**config.mk**
```make
export PLATFORM = sky130hd
export DESIGN_NAME = rr_stage
export DESIGN_NICKNAME = d
export VERILOG_FILES = /design/src/rtl/rr_stage.sv
export SDC_FILE = /design/constraint.sdc
export NUM_CORES = 1
export LEC_CHECK = 0
export CAP_MARGIN = 20
export CELL_PAD_IN_SITES_DETAIL_PLACEMENT = 0
export CELL_PAD_IN_SITES_GLOBAL_PLACEMENT = 2
export CORE_MARGIN = 2
export CORE_UTILIZATION = 32
export DETAILED_ROUTE_END_ITERATION = 12
export MAX_ROUTING_LAYER = met4
export PLACE_DENSITY = 0.88
export SLEW_MARGIN = 40
export SYNTH_ARGS = -nofsm -noshare
export SYNTH_HDL_FRONTEND = slang
export SYNTH_SLANG_ARGS = --single-unit
```
**constraint.sdc**
```tcl
create_clock -name clk -period 1.4 [get_ports clk]
set_clock_uncertainty 0.2 [all_clocks]
set_input_delay 0.28 -clock clk [delete_from_list [all_inputs] [get_ports clk]]
set_output_delay 0.28 -clock clk [all_outputs]
set_load 0.01 [all_outputs]
```
**src/rtl/rr_stage.sv**
```systemverilog
// Register-read stage: 8x16 register file, operand select with forwarding, load-use bubbles, RR/EX register.
// Optional macro RR_RF_BYPASS_EN enables same-cycle WB write-through to the operand read.
module rr_stage #(
  parameter int          DW        = 16,
  parameter int          AW        = 3,
  parameter logic [3:0]  BUBBLE_OP = 4'b1111
) (
  input  logic          clk,
  input  logic          rst_n,
  input  logic          rr_valid,
  input  logic [3:0]    rr_opcode,
  input  logic [1:0]    rr_cond,
  input  logic [AW-1:0] rr_ra,
  input  logic [AW-1:0] rr_rb,
  input  logic [AW-1:0] rr_waddr,
  input  logic [DW-1:0] rr_imm,
  input  logic [DW-1:0] rr_pc,
  input  logic          flush,
  output logic [AW-1:0] raddr_a,
  output logic [AW-1:0] raddr_b,
  input  logic          fwd_a,
  input  logic          fwd_b,
  input  logic [DW-1:0] fwd_data_a,
  input  logic [DW-1:0] fwd_data_b,
  input  logic          fwd_stall_a,
  input  logic          fwd_stall_b,
  input  logic          wb_we,
  input  logic [AW-1:0] wb_waddr,
  input  logic [DW-1:0] wb_wdata,
  output logic          stall_o,
  output logic          ex_valid,
  output logic [3:0]    ex_opcode,
  output logic [1:0]    ex_cond,
  output logic [AW-1:0] ex_waddr,
  output logic [DW-1:0] ex_opa,
  output logic [DW-1:0] ex_opb,
  output logic [DW-1:0] ex_imm,
  output logic [DW-1:0] ex_pc
);

  localparam int NREG = 2**AW;

  logic [DW-1:0] rf [NREG];
  logic [DW-1:0] rf_a_p0, rf_b_p0;
  logic [DW-1:0] opa_p0, opb_p0;
  logic          load_p0;

  assign raddr_a = rr_ra;
  assign raddr_b = rr_rb;

  assign stall_o = rr_valid & (fwd_stall_a | fwd_stall_b) & ~flush;
  assign load_p0 = rr_valid & ~stall_o & ~flush;

  always_comb begin
    rf_a_p0 = rf[rr_ra];
    rf_b_p0 = rf[rr_rb];
`ifdef RR_RF_BYPASS_EN
    if (wb_we && (wb_waddr == rr_ra)) rf_a_p0 = wb_wdata;
    if (wb_we && (wb_waddr == rr_rb)) rf_b_p0 = wb_wdata;
`endif
    // The forward mux keeps an undriven fwd_data off the path when fwd is low.
    opa_p0 = fwd_a ? fwd_data_a : rf_a_p0;
    opb_p0 = fwd_b ? fwd_data_b : rf_b_p0;
  end

  always_ff @(posedge clk or negedge rst_n) begin
    if (!rst_n) begin
      for (int i = 0; i < NREG; i++) rf[i] <= '0;
    end else if (wb_we) begin
      rf[wb_waddr] <= wb_wdata;
    end
  end

  // ---- RR/EX boundary ----
  always_ff @(posedge clk or negedge rst_n) begin
    if (!rst_n) begin
      ex_valid  <= 1'b0;
      ex_opcode <= BUBBLE_OP;
      ex_cond   <= '0;
      ex_waddr  <= '0;
      ex_opa    <= '0;
      ex_opb    <= '0;
      ex_imm    <= '0;
      ex_pc     <= '0;
    end else if (load_p0) begin
      ex_valid  <= 1'b1;
      ex_opcode <= rr_opcode;
      ex_cond   <= rr_cond;
      ex_waddr  <= rr_waddr;
      ex_opa    <= opa_p0;
      ex_opb    <= opb_p0;
      ex_imm    <= rr_imm;
      ex_pc     <= rr_pc;
    end else begin
      ex_valid  <= 1'b0;
      ex_opcode <= BUBBLE_OP;
    end
  end

endmodule
```
After elaboration in Yosys (flattened, before gate mapping). Cells that the tools add are included.

Register bits after elaboration: 202. Input bits: 107. Logic and storage cells: 44.

Bitwise logic cells: 10. Mux-type cells: 13. Reduce and logical (&&, ||, !) cells: 1. Magnitude comparators: 4.

Operators by type and width (count): $bwmux 128 (1); $mux 16 (7); $bmux 16 s3 (2); $demux 16 s3 (1); $ge 4x4->1 const B (3); $not 3->4 (3); $and 1x1->1 (4); $lt 4x1->1 const B (1); $mux 4 (1); $not 1->1 (2); $logic_and 1x1->1 (1); $mux 1 (1); $or 1x1->1 (1).

Longest topological paths before layout.
Depth after elaboration: 7. Depth in mapped cells: 6. Depth with buffers taken out: 5.

Worst setup path after synthesis. Ideal clock, no wire load.

Path type: input-to-reg. Start point: in wb_waddr[0]. End point: reg rf[117] in the netlist's numbering. Stages on the path: 5. Slack: -0.404 ns. Arrival time: 1.477 ns. Required time: 1.072 ns. Cells stage by stage: clkbuf_1 > nand2b_4 > nor3_2 > buf_4 > mux2_1.

Word-level cells in the longest chain between the ends: 6. Elaborated cells on any way between the ends: 7.

Ends and longest elaborated chain: start: declaration (RTL line 28) `input logic [AW-1:0] wb_waddr,`; $not 3->4 (implied by the code) (*) (RTL line 70) `rf[wb_waddr] <= wb_wdata;`; $ge 4x4->1 (implied by the code) or $lt 4x1->1 (tied branches) (RTL line 70); $logic_and 1x1->1 (implied by the code) (RTL line 70); $mux 16 (implied by the code) (RTL line 70); $demux 16 s3 (*) (RTL line 70); $bwmux 128 (*) (RTL line 70); end signal: indexed assignment (RTL line 70); end: declaration (RTL line 43) `logic [DW-1:0] rf [NREG];`.

Every way passes the cells marked *; elsewhere a longest branch is shown, timed or not. A chain may end at the register's enable or synchronous reset.

Final worst setup path.
Start point: reg rf[76] in the netlist's numbering. End point: reg ex_opb[12].

Word-level cells in the longest chain between the ends: 4.

Ends and longest elaborated chain: $bmux 16 s3 (RTL line 56) `rf_b_p0 = rf[rr_rb];`; $mux 16 (implied by the code) (2 in series) (RTL line 56); $mux 16 (RTL line 63) `opb_p0 = fwd_b ? fwd_data_b : rf_b_p0;`; end signal: assignment (RTL line 91) `ex_opb <= opb_p0;`; end: declaration (RTL line 36) `output logic [DW-1:0] ex_opb,`.

No other way between the ends. The select of a mux whose other input is x is not followed.

==> flow_summary.yaml <==
logic_synthesis:
  ys_warn_count: 0
  syn-num-nets: 837
  synthCells: 730
  post_synth_mux_area_share_pct: 33.44
  ys_types: 37
  avgSynthCellArea_um2: 13.62
  seq_area_frac_synth_pct: 50.88
  synth-compound-area-share_pct: 3.787
  synth-seq-cells: 202
  synth_adder_area_share_pct: 0
  synth_xor_xnor_area_share_pct: 0
  syn_area_mm2: 0.009945
  synth-simple-area-share_pct: 8.052
  synth_top_family_by_area: "multiplexers"
global_routing:
  grt_usage_pct: 18.48
  grt-ovfl-total: 0
  grt_pass1_vias: 7395
  antenna_found_initial: 3
  grt_start_max_net_pins: 54
  grt_first_pass_wirelength_mm: 45.31
job:
  max-cap-violations: 0
cts:
  clock-sinks: 202
  cts_max_level: 1
  cts_buffers: 22
  cts_tree: "done"
  clockBufferDepth: 3
  clk_latency_ps: 510
  root_buffer: "clkbuf_16"
  cts.clk_slew.worst_paths_ps: 60
detailed_routing:
  dr.pass1.iters: 4
  drt_wl_total_mm: 29.28
  drc: 0
  routed_via_density: 4.862
  wl_per_cell_um: 19.97
  drtIter0Drc: 279
  ant_nets: 0
  via_count: 7127
worst_setup_path:
  required_ps: 1600
  worstSetupPathType: "reg -> reg"
  startpoint_type: "flop"
  worstRegToRegCells: 5
  crit_path_max_fanout: 3
  end_kind: "flop"
  crit_arrival_ps: 1900
floorplanning:
  die_w_um: 180.3
  core_area_mm2: 0.03059
  initial_utilization_pct: 32.51
  core.rowCount: 64
  dieArea_mm2: 0.03250
  io-pin-count: 188
  die_h_um: 180.3
timing:
  worst_pin_slew_ps: 378.6
  hold_ws_ps: 30.56
  setup_ws_ps: -302.4
  finalMaxSlewViolations: 0
  slew_headroom_pct: 74.50
  hold_violations: 0
  period_share_pct: 121.6
  period_minus_slack_ps: 1702
  fmax_mhz: 587.4
  report.final.setup_viol: 106
  rsz0062_at_grt: "yes"
place:
  finalWeightedCongestion: 0.7612
  port-buffer-count: 187
  dp_hpwl_mm: 19.25
pwr:
  p_comb_share_pct: 27.7
  swShare_pct: 26.55
  total_power_uw: 19400
  power_frac_seq_pct: 40.8
  ir_worst_vdd_mv: 0.7050
  power_density_mw_per_mm2: 1342
  power.internal_uw: 14250
  switchingPower_uw: 5152
  p_clk_share_pct: 31.4
  p_leak_uw: 0.006572
layout:
  final_core_utilization_pct: 47.26
  mostFrequentLayoutCell: "dfrtp_1"
  area_growth_pct: 45.37
  layout_common_cells: "197 x dfrtp_1, 143 x nand2_1, 123 x buf_4"
  nets: 1158
  fill_cells: 2710
  drive_gt1_share_pct: 39.96
run_status:
  outcome: "finished, violations left"
  violations: "negative setup slack"
min_path:
  hold_path.class: "in -> async"
==> worst max-delay path: stages, from the launching register on <==
cell,delay (ps)
dfrtp_1,390
mux4_2,470
nor2b_4,140
a211oi_2,190
buf_4,160
o21ai_2,50
==> synthesized netlist by cell type <==
cell            number  area share, %
mux2_2              15            1.7
or3_4                1           0.11
clkbuf_1            20           0.75
mux2_1             128             14
buf_1                2          0.076
nand4_1              1          0.063
mux4_1              29            7.7
a21oi_1              2           0.10
o2111ai_1            1          0.088
nor3_2               2           0.20
nor3b_4              2           0.38
buf_12               1           0.20
nand2b_4             1           0.14
buf_4               12           0.91
nand4b_1             3           0.26
o21ai_0             12           0.60
buf_6                8           0.91
nand3b_1             1          0.076
nand2_1            143            5.4
dlygate4sd1_1        1          0.088
a211oi_1            14            1.1
mux4_2              33            7.5
dfstp_2              4            1.1
o21ai_1             33            1.7
a211oi_2             1           0.13
buf_8                1           0.15
mux2i_1             21            2.1
inv_2                2          0.076
buf_2               11           0.55
nor2b_1             15           0.94
nor2_1               3           0.11
dfrtp_1            198             50
o211ai_1             1          0.076
o21a_1               1          0.076
dlymetal6s4s_1       1           0.13
nand2b_1             5           0.31
nand3_1              1          0.050
==> worst paths after layout <==
path	startpoint	to	slack, ps
setup / recovery	rf[76]$_DFFE_PN0P_	ex_opb[12]$_DFFE_PN0P_	-300
hold / removal	rst_n	ex_imm[0]$_DFFE_PN0P_	30
setup reg to reg	rf[76]$_DFFE_PN0P_	ex_opb[12]$_DFFE_PN0P_	-300
hold reg to reg	ex_waddr[2]$_DFFE_PN0P_	ex_waddr[2]$_DFFE_PN0P_	260
max in group asynchronous	rst_n	ex_opa[7]$_DFFE_PN0P_	410
min in group clk	rr_opcode[3]	ex_opcode[3]$_DFF_PN1_	100
==> routing by layer <==
layer	GRT usage [%]	up-vias	part of all wire [%]
li1	-	3287	-
met1	23.85	3584	43
met2	29.73	211	48
met3	4.305	45	6.6
met4	4.194	0	2.0
met5	-	-	0
==> stage by stage <==
stage	instances	setup TNS (ps)	setup WS, ps	instance area [um^2]
3_3_place_gp	1351	-133620	-806.7	13050
2_1_floorplan	730	-38580	-340.1	10140
5_1_grt	1465	-19900	-369.2	14450
3_5_place_dp	1351	-138110	-840.9	13050
6_report	1466	-15320	-302.4	14460
4_1_cts	1432	-16550	-280.1	14130
==> timing repair <==
action	4_1_cts	5_1_grt
pin swaps	10	5
gates resized for setup	421	20
hold buffers	1	0
endpoints found under the setup margin	279	114
endpoints found under the hold margin	202	0
setup buffers	38	31
gates cloned	3	0
==> flip-flops by register name, indices dropped and copies added (netlist names) <==
signal     count
ex_imm        16
rf           128
ex_valid       1
ex_opa        16
ex_cond        2
ex_pc         16
ex_waddr       3
ex_opcode      4
ex_opb        16
==> power groups by stage <==
stage	clock, uW	sequential (uW)	combinational [uW]
2_1_floorplan	0	7960	2360
3_5_place_dp	0	7960	4810
5_1_grt	6500	8080	5800
3_3_place_gp	0	7910	4720
6_report	6100	7930	5380
4_1_cts	6240	7880	5130
==> kinds of logic (layout without fill, tap and decap cells) <==
group                  count (synthesis)  count (layout)
AND/OR/NAND/NOR                      178             178
other                                  0               4
flip-flops                           202             202
AO/OA/AOI/OAI                         65              65
buffers and inverters                 59             395
multiplexers                         226             226
==> cell type report <==
cell class	instances	area (um^2)	share of cell area, %
timing repair buffer	354	3451	23.87
multi-input combinational	469	4674	32.34
clock inverter	8	121.4	0.8395
antenna	4	10.01	0.06924
clock buffer	31	635.6	4.397
tap	396	495.5	3.427
sequential	202	5061	35.01
inverter	2	7.507	0.05193
Note: power is estimated with default switching activity, not from simulation.
